File: config.mk
export PLATFORM = sky130hd
export DESIGN_NAME = boreal_mem_arbiter
export DESIGN_NICKNAME = d
export VERILOG_FILES = /design/src/rtl/boreal_mem_pkg.sv /design/src/rtl/boreal_rr_pick.sv /design/src/rtl/boreal_mem_arbiter.sv
export SDC_FILE = /design/constraint.sdc
export NUM_CORES = 1
export LEC_CHECK = 0
export ABC_CLOCK_PERIOD_IN_PS = 1630
export CORE_MARGIN = 4
export CORE_UTILIZATION = 30
export CTS_BUF_LIST = sky130_fd_sc_hd__clkbuf_16
export CTS_CLUSTER_DIAMETER = 100
export CTS_CLUSTER_SIZE = 24
export DETAILED_ROUTE_END_ITERATION = 6
export PLACE_DENSITY = 0.78
export SYNTH_ARGS = -nofsm -noshare
export SYNTH_HDL_FRONTEND = slang
export SYNTH_SLANG_ARGS = --single-unit
File: constraint.sdc
create_clock -name clk -period 1.63 [get_ports clk]
set_input_delay 0.326 -clock clk [delete_from_list [all_inputs] [get_ports clk]]
set_output_delay 0.326 -clock clk [all_outputs]
set_load 0.01 [all_outputs]
File: src/rtl/boreal_mem_pkg.sv
// Shared types and defaults for the boreal memory arbiter slice.
package boreal_mem_pkg;

  localparam int DEF_ADDR_W = 10;
  localparam int DEF_DATA_W = 32;

  typedef enum logic [1:0] {
    ST_IDLE   = 2'd0,
    ST_ACCESS = 2'd1,
    ST_DONE   = 2'd2
  } arb_state_e;

  // Index width that stays legal for a single requester.
  function automatic int idx_width(input int n);
    return (n > 1) ? $clog2(n) : 1;
  endfunction

endpackage

File: src/rtl/boreal_rr_pick.sv
// Combinational round-robin picker: searches upward from last_winner+1 with wrap.
module boreal_rr_pick
  import boreal_mem_pkg::*;
#(
  parameter int N_REQ = 3,
  parameter int IDX_W = idx_width(N_REQ)
) (
  input  logic [N_REQ-1:0] req,
  input  logic [IDX_W-1:0] last_winner,
  output logic [N_REQ-1:0] grant,
  output logic [IDX_W-1:0] grant_idx
);

  logic             found;
  logic [IDX_W-1:0] cand;

  always_comb begin
    grant     = '0;
    grant_idx = '0;
    found     = 1'b0;
    cand      = '0;
    for (int i = 1; i <= N_REQ; i++) begin
      cand = IDX_W'((int'(last_winner) + i) % N_REQ);
      if (!found && req[cand]) begin
        found       = 1'b1;
        grant[cand] = 1'b1;
        grant_idx   = cand;
      end
    end
  end

endmodule

File: src/rtl/boreal_mem_arbiter.sv
// Round-robin arbiter sharing one single-port memory between N_REQ requesters,
// with a per-access timeout on mem_ready.
module boreal_mem_arbiter
  import boreal_mem_pkg::*;
#(
  parameter int N_REQ   = 3,
  parameter int ADDR_W  = DEF_ADDR_W,
  parameter int DATA_W  = DEF_DATA_W,
  parameter int TIMEOUT = 255
) (
  input  logic                     clk,
  input  logic                     rst_n,
  input  logic [N_REQ-1:0]         req,
  input  logic [N_REQ-1:0]         req_wr,
  input  logic [N_REQ*ADDR_W-1:0]  req_addr,
  input  logic [N_REQ*DATA_W-1:0]  req_wdata,
  output logic [N_REQ-1:0]         ack,
  output logic [N_REQ-1:0]         err,
  output logic [DATA_W-1:0]        rdata,
  output logic [N_REQ-1:0]         gnt,
  output logic                     busy,
  output logic                     mem_sel,
  output logic                     mem_wr,
  output logic [ADDR_W-1:0]        mem_addr,
  output logic [DATA_W-1:0]        mem_wdata,
  input  logic                     mem_ready,
  input  logic [DATA_W-1:0]        mem_rdata
);

  localparam int IDX_W = idx_width(N_REQ);
  localparam int CNT_W = ($clog2(TIMEOUT + 1) > 8) ? $clog2(TIMEOUT + 1) : 8;
  localparam logic [IDX_W-1:0] LAST_RESET = IDX_W'(N_REQ - 1);

  arb_state_e       state;
  logic [IDX_W-1:0] win_idx;
  logic [IDX_W-1:0] last_winner;
  logic [CNT_W-1:0] cnt;
  logic [N_REQ-1:0] pick_gnt;
  logic [IDX_W-1:0] pick_idx;

  boreal_rr_pick #(
    .N_REQ (N_REQ),
    .IDX_W (IDX_W)
  ) u_rr_pick (
    .req         (req),
    .last_winner (last_winner),
    .grant       (pick_gnt),
    .grant_idx   (pick_idx)
  );

  assign busy = (state != ST_IDLE);

  // Memory side follows the latched winner, so a dropped req cannot disturb the access.
  always_comb begin
    mem_sel   = 1'b0;
    mem_wr    = 1'b0;
    mem_addr  = '0;
    mem_wdata = '0;
    if (state == ST_ACCESS) begin
      mem_sel   = 1'b1;
      mem_wr    = req_wr[win_idx];
      mem_addr  = req_addr[int'(win_idx)*ADDR_W +: ADDR_W];
      mem_wdata = req_wdata[int'(win_idx)*DATA_W +: DATA_W];
    end
  end

  always_ff @(posedge clk) begin
    if (!rst_n) begin
      state       <= ST_IDLE;
      gnt         <= '0;
      ack         <= '0;
      err         <= '0;
      rdata       <= '0;
      cnt         <= '0;
      win_idx     <= '0;
      last_winner <= LAST_RESET;
    end else begin
      ack   <= '0;
      err   <= '0;
      rdata <= '0;
      case (state)
        ST_IDLE: begin
          if (|req) begin
            gnt     <= pick_gnt;
            win_idx <= pick_idx;
            cnt     <= '0;
            state   <= ST_ACCESS;
          end
        end
        ST_ACCESS: begin
          // A ready in the final counted cycle still completes the access.
          if (mem_ready) begin
            ack         <= gnt;
            rdata       <= mem_wr ? '0 : mem_rdata;
            last_winner <= win_idx;
            gnt         <= '0;
            state       <= ST_DONE;
          end else if (cnt == CNT_W'(TIMEOUT)) begin
            err         <= gnt;
            last_winner <= win_idx;
            gnt         <= '0;
            state       <= ST_DONE;
          end else begin
            cnt <= cnt + 1'b1;
          end
        end
        ST_DONE: state <= ST_IDLE;
        default: state <= ST_IDLE;
      endcase
    end
  end

endmodule

## Yosys cells after proc, flatten, opt, wreduce, memory -nomap -nowiden

Index checks and enable logic that the tools add are counted.

| word-level totals | value |
|---|---|
| register bits | 55 |
| bits of input ports | 167 |
| output and inout port bits | 86 |
| logic and storage cells | 97 |

| cells by class | value |
|---|---|
| add/subtract/negate cells | 4 |
| $mul | 1 |
| div/mod/pow operators | 3 |
| $lt $le $gt $ge | 7 |
| equality and inequality tests | 6 |
| shift operators | 2 |
| muxes and demuxes | 40 |
| bitwise operators | 6 |
| reductions and logical operators | 20 |

Operators by type and width:

| kind | number |
|---|---|
| remainder unit 32 x 3 -> 32 bit (second input constant) | 3 |
| indexed part select 96 x 8 -> 32 bit | 1 |
| two-way mux 32 bit | 1 |
| indexed part select 30 x 7 -> 10 bit | 1 |
| two-way mux 8 bit | 3 |
| two-way mux 3 bit | 6 |
| two-way mux 2 bit | 8 |
| case mux 8 bit (2 select lines) | 1 |
| < comparator 2 x 3 -> 1 bit (second input constant) | 4 |
| two-way mux 1 bit | 11 |
| two-way mux 10 bit | 1 |
| adder 8 x 1 -> 8 bit (second input constant) | 1 |
| binary-select mux 1 bit (select 2 bit) | 4 |
| equality test 8 bit (second input constant) | 1 |
| OR reduction 4 bit | 2 |
| adder 2 x 2 -> 3 bit (second input constant) | 2 |
| demux 1 bit (select 2 bit) | 3 |
| greater-or-equal comparator 2 x 1 -> 1 bit (second input constant) | 3 |
| != test 2 bit (second input constant) | 3 |
| bitwise OR 3 bit | 2 |
| case mux 3 bit (2 select lines) | 1 |
| AND reduction 2 bit | 3 |
| AND reduction 3 bit | 2 |
| nonzero test 2 bit | 3 |
| 11 further kinds | 19 |

## Logic depth before layout (Yosys ltp)

| logic depth | value |
|---|---|
| word-level depth | 13 |
| depth in mapped cells | 8 |
| mapped depth without buffers | 7 |

## Hierarchy

Synthesis repeated with hierarchy kept, for this count alone.

| unflattened totals | value |
|---|---|
| cells, all modules | 398 |
| area, all modules | 3195.6 µm² |

Modules (own cells, without submodules):

| module | instances | cells each | area each (µm²) | seq. area each (µm²) |
|---|---|---|---|---|
| boreal_mem_arbiter | 1 | 363 | 2915.3 | 1101.1 |
| boreal_rr_pick | 1 | 35 | 280.3 | 0.0 |

## Worst setup path before layout

OpenSTA, ideal clock, no wires.

| path | value |
|---|---|
| kind | register to register |
| start | register last_winner[0] |
| end | register gnt[1] |
| library setup time | 115 ps |
| arrival time | 1554 ps |
| data required time | 1515 ps |
| path slack | -40 ps |
| cell stages (with the launch flop) | 7 |
| path buffers | 1 |
| clock period less this slack | 1670 ps |
| cells stage by stage | dfxtp_1 -> inv_1 -> ha_1 -> buf_2 -> o21ai_0 -> o311ai_1 -> and3_1 |

| between the ends | value |
|---|---|
| word-level cells in the longest chain between the ends | 13 |
| elaborated cells on any way between the ends | 40 |
| those cells by class | add/sub (3); div (3); order compare (6); mux (19); bitwise (2); reduce/logical (7) |

Ends and longest elaborated chain:

| element | RTL line | text |
|---|---|---|
| from (decl) | boreal_mem_arbiter.sv:36 | `logic [IDX_W-1:0] last_winner;` |
| from (signal assigned) | boreal_mem_arbiter.sv:95 | `last_winner <= win_idx;` |
| from (signal assigned) | boreal_mem_arbiter.sv:100 | `last_winner <= win_idx;` |
| adder 2 x 1 -> 3 bit | boreal_rr_pick.sv:23 | `cand = IDX_W'((int'(last_winner) + i) % N_REQ);` |
| remainder unit 32 x 3 -> 32 bit | boreal_rr_pick.sv:23 |  |
| < comparator 2 x 3 -> 1 bit (implied by the code) (tied with other cells) | boreal_rr_pick.sv:26 | `grant[cand] = 1'b1;` |
| logical AND 1 bit (implied by the code) / two-way mux 1 bit (equally long branches) | boreal_rr_pick.sv:26, boreal_rr_pick.sv:24 |  |
| two-way mux 1 bit, on equally long branches | boreal_rr_pick.sv:26, boreal_rr_pick.sv:24 |  |
| demux 1 bit (select 2 bit) / zero test 1 bit (equally long branches) | -- |  |
| two-way mux 3 bit / logical AND 1 bit (equally long branches) | boreal_rr_pick.sv:24 | `if (!found && req[cand]) begin` |
| bitwise OR 3 bit (no source line) / two-way mux 1 bit (equally long branches) | -- |  |
| two-way mux 3 bit / zero test 1 bit (equally long branches) | boreal_rr_pick.sv:24 |  |
| bitwise OR 3 bit (no source line) / logical AND 1 bit (equally long branches) | -- |  |
| two-way mux 3 bit (*) | boreal_rr_pick.sv:24 |  |
| two-way mux 3 bit (*) | boreal_mem_arbiter.sv:83 | `if (\|req) begin` |
| case mux 3 bit (2 select lines) (*) | boreal_mem_arbiter.sv:81 | `case (state)` |
| to (signal assigned) | boreal_mem_arbiter.sv:84 | `gnt <= pick_gnt;` |
| to (decl) | boreal_mem_arbiter.sv:20 | `output logic [N_REQ-1:0] gnt,` |

Every way passes the cells marked *; elsewhere a longest branch is shown, timed or not. The select of a mux whose other input is x is not followed.
A chain may end at the register's enable or synchronous reset.

## Final worst setup path

| path | value |
|---|---|
| start | register win_idx[1] |
| end | output port mem_wr |

| between the ends | value |
|---|---|
| word-level cells in the longest chain between the ends | 3 |

Ends and longest elaborated chain:

| element | RTL line | text |
|---|---|---|
| from (decl) | boreal_mem_arbiter.sv:35 | `logic [IDX_W-1:0] win_idx;` |
| from (signal assigned) | boreal_mem_arbiter.sv:85 | `win_idx <= pick_idx;` |
| binary-select mux 1 bit (select 2 bit) | boreal_mem_arbiter.sv:61 | `mem_wr = req_wr[win_idx];` |
| two-way mux 1 bit (implied by the code) | boreal_mem_arbiter.sv:61 |  |
| two-way mux 1 bit | boreal_mem_arbiter.sv:59 | `if (state == ST_ACCESS) begin` |
| to (decl) | boreal_mem_arbiter.sv:23 | `output logic mem_wr,` |

No other way between the ends. The select of a mux whose other input is x is not followed.

==> results.py <==
metrics = {
    "sta": {
        "finalMaxSlewViolations": 0,
        "min_period_over_period": 1.16,
        "rsz0062_at_grt": "yes",
        "hold_slack_ns": 0.519,
        "maxSlewHeadroom": 0.776,
        "fin_crit_ns": 1.90,
        "worst_pin_slew_ns": 0.334,
        "postLayoutSetupSlackWorst_ns": -0.268,
        "setup_tns_ns": -8.78,
        "setup_viol": 43,
        "finalHoldViolations": 0,
        "fin_skew_ns": 0.00610,
        "fmax_ghz": 0.527,
    },
    "synthesis": {
        "synth_common_cells": "101 x nor2_1, 55 x dfxtp_1, 47 x mux2i_1, 46 x a21oi_1, 36 x and3_1",
        "yosys.area.top_type": "dfxtp_1",
        "avgSynthCellArea_um2": 7.83,
        "synth.yosys.seq_area_share": 0.358,
        "synth_edf_count": 0,
        "synth_async_sr_flop_share": 0,
        "netlist_area_mm2": 0.00308,
        "synth.ff_latch_count": 55,
        "synth_cell_type_count": 41,
        "yosys_warnings": 0,
        "ys_top_cells_by_area": "dfxtp_1 36%, mux2i_1 15%, nor2_1 12%",
        "ys.flop_type": "dfxtp_1",
        "syn_nets": 565,
        "synth_most_common_cell": "nor2_1",
        "syn_inst": 393,
        "yosys.area.top_type_share": 0.358,
    },
    "floorplanning": {
        "die-area_mm2": 0.0119,
        "die_y_um": 109,
        "initial_core_util": 0.312,
        "ioPinCount": 253,
        "rows": 36,
        "die_x_um": 109,
        "core_area_mm2": 0.00986,
    },
    "critical_path": {
        "critPathArrivalTime_ns": 1.57,
        "cp_common_cell": "nor2_1",
        "cp_max_fo": 6,
        "cpPeakStageDelay_ns": 0.39,
        "setup.worst_path.end_class": "output port",
        "crit_buf_inv": 2,
        "rr_worst_depth": 7,
        "critical_path.slowest_cell": "dfxtp_4",
        "crit_family": "flip-flops",
        "crit_cells": 6,
        "r2r_end": "gnt[2]",
        "critPathLaunchType": "flip-flop",
        "crit_type": "flip-flop to output port",
        "critical_path_required_ns": 1.30,
        "r2r_start": "last_winner[1]",
        "rrSetupSlack_ns": 0.05,
        "crit_end": "mem_wr",
        "path_cells": "buf_12 -> mux2i_1 -> nor2_1 -> a21oi_4 -> nor2_1 -> buf_2",
        "critPathLaunch": "win_idx[1]",
    },
    "route": {
        "ant_nets": 0,
        "drt-vias-per-instance": 4.79,
        "dr_total_vias": 3901,
        "dr.pass1.iters": 5,
        "wire_per_inst_um": 17.3,
        "drc_errors": 0,
        "routed_wl_um": 14100,
        "drt_iter0_markers": 180,
    },
    "global_route": {
        "grt_max_degree": 35,
        "grt_pass1_wl_um": 19700,
        "grt_pass1_vias": 3807,
        "grt_overflow": 0,
        "grt_antenna_before_repair": 0,
        "grtUsageTotal": 0.210,
    },
    "clock_tree": {
        "clock-root-buffer": "clkbuf_16",
        "worstSkewPairLatency_ns": 0.29,
        "clkTransAtPathRegs_ns": 0.07,
        "cts_tree": "done",
        "cts_buffers": 5,
        "clock_path_buffers": 2,
        "cts.sinks": 55,
        "htreeDepth": 2,
    },
    "outcome": {
        "violations": "setup timing",
        "status": "complete, but fails checks",
    },
    "finish": {
        "area_growth_pct": 110,
        "nets": 853,
        "drive_above_1_share": 0.216,
        "diodes": 0,
    },
    "placement": {
        "numPortBuffers": 252,
        "place_congestion": 0.841,
        "post-dp-hpwl_um": 11000,
    },
    "pwr": {
        "cellLeakagePower_nw": 2.79,
        "totalPowerFinal_w": 0.00451,
        "vdd_drop_max_v": 0.000418,
        "power.density_mw_per_mm2": 698,
    },
    "hold_path": {
        "hp-start": "gnt[2]",
        "hold_path.class": "flip-flop to flip-flop",
    },
    "flow_run": {
        "drv_cap": 0,
    },
}
flip-flops by register name, indices dropped and copies added (netlist names):
register / count
win_idx: 2
gnt: 3
state: 2
cnt: 8
err: 3
rdata: 32
ack: 3
last_winner: 2
area by class of cell:
| cell class | instances | area (um^2) |
|---|---|---|
| Fill cell | 811 | 3410 |
| Timing Repair Buffer | 311 | 3000 |
| Multi-Input combinational cell | 304 | 2000 |
| Sequential cell | 55 | 1110 |
| Tap cell | 133 | 166 |
| Clock buffer | 5 | 125 |
| Clock inverter | 3 | 42.5 |
| Inverter | 4 | 15.0 |
repair_timing:
item / 4_1_cts / 5_1_grt
gates cloned: 2 / 1
setup endpoints to repair: 55 / 87
hold buffers: 0 / 0
pin swaps: 8 / 20
gates resized for setup: 195 / 52
buffers inserted: 5 / 10
power by group:
group | switching, W | total [W] | leakage (nW) | internal (W)
Clock | 0.000482 | 0.00121 | 0.0818 | 0.000726
Combinational | 0.000819 | 0.00189 | 2.26 | 0.00107
Sequential | 0.0000296 | 0.00141 | 0.447 | 0.00138
stage by stage:
stage                     setup slack, ns  cells  utilization  cell area [um^2]
final                              -0.268    815        0.655              6460
after global routing               -0.347    815        0.655              6460
after CTS                          -0.278    805        0.630              6220
after detailed placement           -0.512    790        0.612              6040
after global placement             -0.544    790        0.612              6040
after floorplan                    0.0267    393            -              3080
worst register-to-register path, stage by stage, from the launching register on:
cell and delay [ns]:
dfxtp_2 0.36, inv_2 0.12, ha_4 0.15, mux2i_1 0.24, o21ai_2 0.13, buf_4 0.15
nor4_2 0.23, o21a_1 0.15
placed cells by master, fill, tap and decap left out, types with 6 or more instances in the layout:
cell type | Yosys | routed
a21oi_1 | 46 | 36
a21oi_2 | 1 | 10
and2_1 | 7 | 7
and3_1 | 36 | 35
buf_12 | 0 | 9
buf_2 | 11 | 41
buf_4 | 0 | 32
buf_6 | 1 | 8
buf_8 | 0 | 8
clkbuf_16 | 0 | 6
clkdlybuf4s50_1 | 0 | 205
dfxtp_1 | 55 | 51
mux2i_1 | 47 | 46
nand2_1 | 9 | 8
nor2_1 | 101 | 98
xor2_1 | 6 | 6
worst min-delay path by stage:
stage | endpoint | slack, ns | cells after the start
2_1_floorplan | cnt[7] | 0.47 | 2
4_1_cts | err[2] | 0.53 | 1
5_1_grt | err[0] | 0.54 | 1
3_3_place_gp | cnt[7] | 0.49 | 2
6_report | ack[2] | 0.52 | 1
3_5_place_dp | cnt[5] | 0.51 | 2
metal layers:
metal  vias up  GRT usage  routed length [um]
met5         -          0                   0
met4         0     0.0650                 346
met3        25     0.0610                1140
met2       155      0.393                7470
met1      1798      0.227                5130
li1       1923          -                   -
cell families (layout without fill, tap and decap cells):
kind of cell               Yosys count  after routing  share of synthesized area
muxes                               47             47                      0.153
and+or+nand+nor                    177            177                      0.270
AOI/OAI and AO/OA                   68             68                      0.131
adders and majority gates            5              5                     0.0203
DFF                                 55             55                      0.358
buffers and inverters               34            323                     0.0484
xor gates and xnor gates             7              7                     0.0199
Power figures use the tool's default switching activity.
